### config.mk
export PLATFORM = sky130hd
export DESIGN_NAME = vga_sync_gen
export DESIGN_NICKNAME = d
export VERILOG_FILES = /design/src/rtl/vga_timing_pkg.sv /design/src/rtl/pixel_tick_div.sv /design/src/rtl/vga_sync_gen.sv
export SDC_FILE = /design/constraint.sdc
export NUM_CORES = 1
export LEC_CHECK = 0
export CAP_MARGIN = 15
export CORE_MARGIN = 2
export CORE_UTILIZATION = 45
export CTS_BUF_LIST = sky130_fd_sc_hd__clkbuf_8
export DETAILED_ROUTE_END_ITERATION = 8
export GPL_ROUTABILITY_DRIVEN = 0
export GPL_TIMING_DRIVEN = 0
export PLACE_DENSITY = 0.67
export REMOVE_ABC_BUFFERS = 1
export SYNTH_ARGS = -nofsm -noshare
export SYNTH_HDL_FRONTEND = slang
export SYNTH_SLANG_ARGS = --single-unit
### constraint.sdc
create_clock -name clk -period 4.5 [get_ports clk]
set_input_delay 0.9 -clock clk [delete_from_list [all_inputs] [get_ports clk]]
set_output_delay 0.9 -clock clk [all_outputs]
set_load 0.005 [all_outputs]
### src/rtl/vga_timing_pkg.sv
// Default 640x480@60 timing constants shared by the sync generator and the
// renderers that need region checks on HCount/VCount.
package vga_timing_pkg;

  localparam int H_DISPLAY = 640;
  localparam int H_FRONT   = 16;
  localparam int H_SYNC    = 96;
  localparam int H_BACK    = 48;
  localparam int V_DISPLAY = 480;
  localparam int V_FRONT   = 10;
  localparam int V_SYNC    = 2;
  localparam int V_BACK    = 33;

  localparam int H_TOTAL      = H_DISPLAY + H_FRONT + H_SYNC + H_BACK;
  localparam int V_TOTAL      = V_DISPLAY + V_FRONT + V_SYNC + V_BACK;
  localparam int H_SYNC_START = H_DISPLAY + H_FRONT;
  localparam int H_SYNC_END   = H_SYNC_START + H_SYNC - 1;
  localparam int V_SYNC_START = V_DISPLAY + V_FRONT;
  localparam int V_SYNC_END   = V_SYNC_START + V_SYNC - 1;

  // Inclusive unsigned 10-bit window test.
  function automatic logic in_window(input logic [9:0] x, input logic [9:0] lo,
                                     input logic [9:0] hi);
    return (x >= lo) && (x <= hi);
  endfunction

endpackage

### src/rtl/pixel_tick_div.sv
// Board-clock divider producing a registered one-clock pixel-enable pulse
// every CLK_DIV clocks.
module pixel_tick_div #(
  parameter int CLK_DIV = 4
) (
  input  logic clk,
  input  logic reset,
  output logic p_tick
);

  localparam logic [3:0] LAST = 4'(CLK_DIV - 1);

  logic [3:0] div;
  logic [3:0] div_next;

  assign div_next = (div == LAST) ? 4'd0 : div + 4'd1;

  // p_tick is registered so it stays low during reset even when CLK_DIV==1.
  always_ff @(posedge clk) begin
    if (reset) begin
      div    <= 4'd0;
      p_tick <= 1'b0;
    end else begin
      div    <= div_next;
      p_tick <= (div_next == LAST);
    end
  end

endmodule

### src/rtl/vga_sync_gen.sv
// VGA scan counters, sync decode and frame-start pulse, advanced by the
// pixel-enable tick from pixel_tick_div.
module vga_sync_gen
  import vga_timing_pkg::*;
#(
  parameter int CLK_DIV      = 4,
  parameter int H_DISPLAY_P  = H_DISPLAY,
  parameter int H_FRONT_P    = H_FRONT,
  parameter int H_SYNC_P     = H_SYNC,
  parameter int H_BACK_P     = H_BACK,
  parameter int V_DISPLAY_P  = V_DISPLAY,
  parameter int V_FRONT_P    = V_FRONT,
  parameter int V_SYNC_P     = V_SYNC,
  parameter int V_BACK_P     = V_BACK,
  parameter bit SYNC_POL     = 1'b0
) (
  input  logic       clk,
  input  logic       reset,
  output logic [9:0] HCount,
  output logic [9:0] VCount,
  output logic       hsync,
  output logic       vsync,
  output logic       video_on,
  output logic       p_tick,
  output logic       frame_start
);

  localparam int HT = H_DISPLAY_P + H_FRONT_P + H_SYNC_P + H_BACK_P;
  localparam int VT = V_DISPLAY_P + V_FRONT_P + V_SYNC_P + V_BACK_P;

  if (HT > 1024 || VT > 1024 || CLK_DIV < 1 || CLK_DIV > 16) begin : g_param_err
    $error("vga_sync_gen: totals must be <= 1024 and CLK_DIV in 1..16");
  end

  localparam logic [9:0] H_LAST = 10'(HT - 1);
  localparam logic [9:0] V_LAST = 10'(VT - 1);
  localparam logic [9:0] H_VIS  = 10'(H_DISPLAY_P);
  localparam logic [9:0] V_VIS  = 10'(V_DISPLAY_P);
  localparam logic [9:0] HS_LO  = 10'(H_DISPLAY_P + H_FRONT_P);
  localparam logic [9:0] HS_HI  = 10'(H_DISPLAY_P + H_FRONT_P + H_SYNC_P - 1);
  localparam logic [9:0] VS_LO  = 10'(V_DISPLAY_P + V_FRONT_P);
  localparam logic [9:0] VS_HI  = 10'(V_DISPLAY_P + V_FRONT_P + V_SYNC_P - 1);

  logic       h_wrap;
  logic       v_wrap;
  logic [9:0] h_next;
  logic [9:0] v_next;

  pixel_tick_div #(.CLK_DIV(CLK_DIV)) u_div (
    .clk    (clk),
    .reset  (reset),
    .p_tick (p_tick)
  );

  always_comb begin
    h_wrap = (HCount == H_LAST);
    v_wrap = (VCount == V_LAST);
    h_next = HCount;
    v_next = VCount;
    if (p_tick) begin
      h_next = h_wrap ? 10'd0 : HCount + 10'd1;
      if (h_wrap) v_next = v_wrap ? 10'd0 : VCount + 10'd1;
    end
  end

  // Syncs decode the next-state counters so they land on the same edge as
  // the HCount/VCount values they describe.
  always_ff @(posedge clk) begin
    if (reset) begin
      HCount      <= 10'd0;
      VCount      <= 10'd0;
      hsync       <= ~SYNC_POL;
      vsync       <= ~SYNC_POL;
      frame_start <= 1'b0;
    end else begin
      HCount      <= h_next;
      VCount      <= v_next;
      hsync       <= in_window(h_next, HS_LO, HS_HI) ? SYNC_POL : ~SYNC_POL;
      vsync       <= in_window(v_next, VS_LO, VS_HI) ? SYNC_POL : ~SYNC_POL;
      frame_start <= p_tick && h_wrap && v_wrap;
    end
  end

  assign video_on = (HCount < H_VIS) && (VCount < V_VIS);

endmodule
# After elaboration in Yosys (flattened, before gate mapping)
# Cells that the tools add are included.
[op_classes]
n_shift = 0
mux = 8
n_eq_ne = 4
reduce_logical = 5
n_mul = 0
n_bitwise = 0
n_addsub = 3
div = 0
order_cmp = 6
[ops]
columns = ["cell", "count"]
rows = [
  ["$mux 10", 5],
  ["$add 10x1->10 const B", 2],
  ["$eq 10x10->1 const B", 2],
  ["$ge 10x10->1 const B", 1],
  ["$ge 10x9->1 const B", 1],
  ["$le 10x10->1 const B", 1],
  ["$le 10x9->1 const B", 1],
  ["$lt 10x10->1 const B", 1],
  ["$lt 10x9->1 const B", 1],
  ["$eq 4x2->1 const B", 2],
  ["$logic_and 1x1->1", 5],
  ["$add 4x1->4 const B", 1],
  ["$mux 4", 1],
  ["$mux 1", 2],
]
[word_totals]
rom_bits = 0
elab_cells = 33
inputBits = 2
ram_bits = 0
mem_count = 0
latchBits = 0
ff_bits = 28
output_inout_bits = 25

# Logic depth before layout (Yosys ltp)
[logic_depth]
ltp_word = 7
mapped_depth = 10
ltp_nobuf = 8

# Hierarchy
# From an unflattened synthesis, not the netlist that was laid out.
[hier_totals]
hier_cells = 177
area_unflattened_um2 = 1508.9
[modules_own_cells]
columns = ["mod", "cells_each", "seq_area_each_um2", "area_each_um2", "n_inst"]
rows = [
  ["vga_sync_gen", 153, 460.4, 1291.2, 1],
  ["pixel_tick_div", 24, 100.1, 217.7, 1],
]

# Worst setup path before layout
# Ideal clock, no wire load.
[synth_path]
kind = "reg-to-reg"
startpoint = "register HCount[0]"
endpoint = "register vsync"
path_stages_with_launch = 10
t_arrival_ns = 1.726
n_path_buf = 2
setup_ns = 0.129
period_less_slack_ns = 1.855
required_time_ns = 4.371
path_slack_ns = 2.645
cell_sequence = "dfxtp_1 > ha_1 > and4_1 > buf_4 > and4_2 > buf_4 > nand2_1 > o32a_1 > o22ai_1 > nand4_1"
[synth_between]
elab_chain_len = 6
elab_cells_between_ends = 7
cone_classes = "order compare: 2; eq/ne: 1; mux: 3; reduce/logical: 1"
[synth_rtl]
columns = ["item", "line_no", "rtl"]
rows = [
  ["start, declared", "vga_sync_gen.sv:19", "output logic [9:0] HCount,"],
  ["start signal, assigned", "vga_sync_gen.sv:76", "HCount <= h_next;"],
  ["$eq 10x10->1 (*)", "vga_sync_gen.sv:56", "h_wrap = (HCount == H_LAST);"],
  ["$mux 10 (*)", "vga_sync_gen.sv:62", "if (h_wrap) v_next = v_wrap ? 10'd0 : VCount + 10'd1;"],
  ["$mux 10 (*)", "vga_sync_gen.sv:60", "if (p_tick) begin"],
  ["$ge 10x9->1 / $le 10x9->1 (equally long branches)", "vga_timing_pkg.sv:24", "return (x >= lo) && (x <= hi);"],
  ["$logic_and 1x1->1 (*)", "vga_timing_pkg.sv:24", ""],
  ["$mux 1 (*)", "vga_sync_gen.sv:79", "vsync <= in_window(v_next, VS_LO, VS_HI) ? SYNC_POL : ~SYNC_POL;"],
  ["end signal, assigned", "vga_sync_gen.sv:73", "vsync <= ~SYNC_POL;"],
  ["end signal, assigned", "vga_sync_gen.sv:79", ""],
  ["end, declared", "vga_sync_gen.sv:22", "output logic vsync,"],
]
# Every way passes the cells marked *; elsewhere a longest branch is shown, timed or not.
# A chain may end at the register's enable or synchronous reset.

# Worst setup path in the final report
[layout_path]
startpoint = "register HCount[7]"
endpoint = "output video_on"
[layout_between]
elab_chain_len = 2
[layout_rtl]
columns = ["item", "line_no", "rtl"]
rows = [
  ["$lt 10x10->1", "vga_sync_gen.sv:84", "assign video_on = (HCount < H_VIS) && (VCount < V_VIS);"],
  ["$logic_and 1x1->1", "vga_sync_gen.sv:84", ""],
  ["end, declared", "vga_sync_gen.sv:23", "output logic video_on,"],
]
# No other way between the ends.

==> run metrics <==
Overall Global Routing Usage 18.8%; XOR/XNOR Fraction of Synth Area 9.48%; Slew HR 57.0%; Die Wd 61.3 um; post-synthesis mux area share 1.35%; num rows 20; clock buffer count from CTS 3; Pwr Density 259 nW/um^2; PortBufs 26; CP Data Arrival Time 1600 ps; vias after detailed routing 1302; top-area cell type share of the netlist area 37.9%; clock root cell clkbuf_8; starting density of the core 48.0%; commonest cells in the netlist 28 x dfxtp_1, 25 x nor2_1, 12 x nand2_1; CP startpoint kind flop; Ys Warns 0; Reg clk slew, reported paths 100 ps; Setup Buffers After CTS 0; Synth Register Bits 28; H-tree depth 1; Simple-Gate Fraction of Synth Area 30.5%; top-count cell post-synth dfxtp_1; outcome completed; placed cell areas 1750 um^2; worst min-delay path class reg -> reg; number of flops mapped to enable cells by yosys 0; Clock Latency Late Sink 280 ps; CTS Sinks 28; Final Hold Fails 0; async set or reset register ratio after synthesis 0%; register area share after synthesis 37.9%; Yosys top cell by area dfxtp_1; Tcrit/Tclk final 55.7%; Avg Vias per Cell 5.45; Avg Inst Size Synth 8.55 um^2; Iteration-0 DRC Markers 89; Residual DRC 0; post-detail-place hpwl 2350 um; RSZ-0062 raised after global routing no; filler instances 277; Area contributors post-synth dfxtp_1 38%, nor2_1 6.3%, xnor2_1 5.9%; CP Capture Type output port; max-slew violations 0; largest net degree at the start of global routing 19; first-pass GRT wire length 5220 um; Clock Skew 2.44 ps; Max VDD drop 0.220 mV; total gr overflow 0; Core Box Area 3080 um^2; post-synthesis cell type count 42; die area 3760 um^2; worst-path fanout max 9; adder and majority cell fraction of the synthesized area 4.23%; area grow syn2layout 23.0%; CP Data Required Time 3600 ps; wire length per cell 13.3 um; P_leak 0.648 nW; most used flip-flop cell after synthesis dfxtp_1; # diodes 0; Setup TNS Final 0 ps; ANT nets after route 0; Period minus WS final 2500 ps; layout cells sized above 1 4.62%; Gate Count Post-Synth 173; # resized after CTS 0; drt total wl 3170 um; Setup Viol. Count Final 0; critical path class reg -> out; CTS tree yes; number of global-route vias before repair 1182; max cap viols 0; hold buffer count at CTS 0; Synth Area in Compound Gates 11.7%; largest family of logic cells by synthesized area simple AND/OR/NAND/NOR gates; DR pass1 iterations 4; Total Power 0.000472 W; initial antenna violation count 0; worst-margin pin slew 643 ps; synthesized area 1480 um^2; height of the die 61.3 um; fmax 399 MHz; Final nets 203; # IOs 27; final instance area 1820 um^2; CTS max path bufs 2
[registers in the layout, indices dropped and copies added (netlist names)]
signal / flops
VCount: 10
hsync: 1
u_div.p_tick: 1
u_div.div: 4
vsync: 1
HCount: 10
frame_start: 1
[where the power goes]
part	internal (W)	switching, W
clock network	0.000119	0.0000810
logic	0.00000778	0.00000822
registers	0.000251	0.00000456
[logic make-up after synthesis]
kind of cell	count (synthesis)
XOR/XNOR	16
multiplexers	2
adder cells (fa/ha/maj)	5
AND/OR/NAND/NOR	79
AO/OA/AOI/OAI	28
flip-flops	28
buffers and inverters	15
[final cells by class]
cell class	count	area [um^2]	share of cell area, %
clock inverters	1	30.0	1.65
multi-input cells	130	846	46.5
flip-flops and latches	28	561	30.8
inverters	7	26.3	1.44
clock buffers	3	41.3	2.27
well taps	44	55.1	3.03
repair buffers	26	260	14.3
[worst max-delay path, stage by stage, from the launching register on]
cell,delay [ps]
dfxtp_1,430
o21ai_0,210
nand2_1,70
nor2_1,110
clkdlybuf4s50_1,510
[per-layer routing]
layer	vias to the layer above	part of all wire [%]	track usage, %
li1	656	-	-
met1	598	48	24.4
met2	43	46	30.2
met3	5	5.3	3.57
met4	0	1.4	8.39
met5	-	0	0
[worst paths after layout]
kind | startpoint | end | slack [ps] | cells after the start
worst max-delay path | HCount[7]$_SDFF_PP0_ | video_on | 2000 | 4
worst min-delay path | u_div.div[2]$_SDFF_PP0_ | u_div.div[2]$_SDFF_PP0_ | 510 | 2
worst max register to register | HCount[0]$_SDFF_PP0_ | vsync$_SDFF_PP1_ | 2270 | 7
worst min register to register | u_div.div[2]$_SDFF_PP0_ | u_div.div[2]$_SDFF_PP0_ | 510 | 2
[layout by cell type (no fill, tap or decap), types with 2 or more instances in the layout]
| cell type | netlist | layout |
|---|---|---|
| a211oi_1 | 2 | 2 |
| a21oi_1 | 11 | 11 |
| and3_1 | 4 | 4 |
| and4_1 | 2 | 2 |
| clkbuf_8 | 0 | 3 |
| clkdlybuf4s50_1 | 0 | 26 |
| dfxtp_1 | 28 | 28 |
| ha_1 | 5 | 5 |
| inv_1 | 7 | 7 |
| mux2i_1 | 2 | 2 |
| nand2_1 | 12 | 12 |
| nand2b_1 | 2 | 2 |
| nand3_1 | 9 | 9 |
| nand4_1 | 5 | 5 |
| nor2_1 | 25 | 25 |
| nor3_1 | 6 | 6 |
| nor3b_1 | 2 | 2 |
| o21ai_0 | 6 | 6 |
| o22ai_1 | 2 | 2 |
| xnor2_1 | 10 | 10 |
| xor2_1 | 6 | 6 |
[through the flow]
step	cells	setup slack [ps]	util (%)	hold slack (ps)
6_report	239	2000	59.1	512
5_1_grt	239	1910	59.1	543
4_1_cts	239	1960	59.1	514
3_5_place_dp	235	2080	56.8	497
3_3_place_gp	235	2130	56.8	481
2_1_floorplan	165	2530	-	457
(Power assumes the default switching activity.)
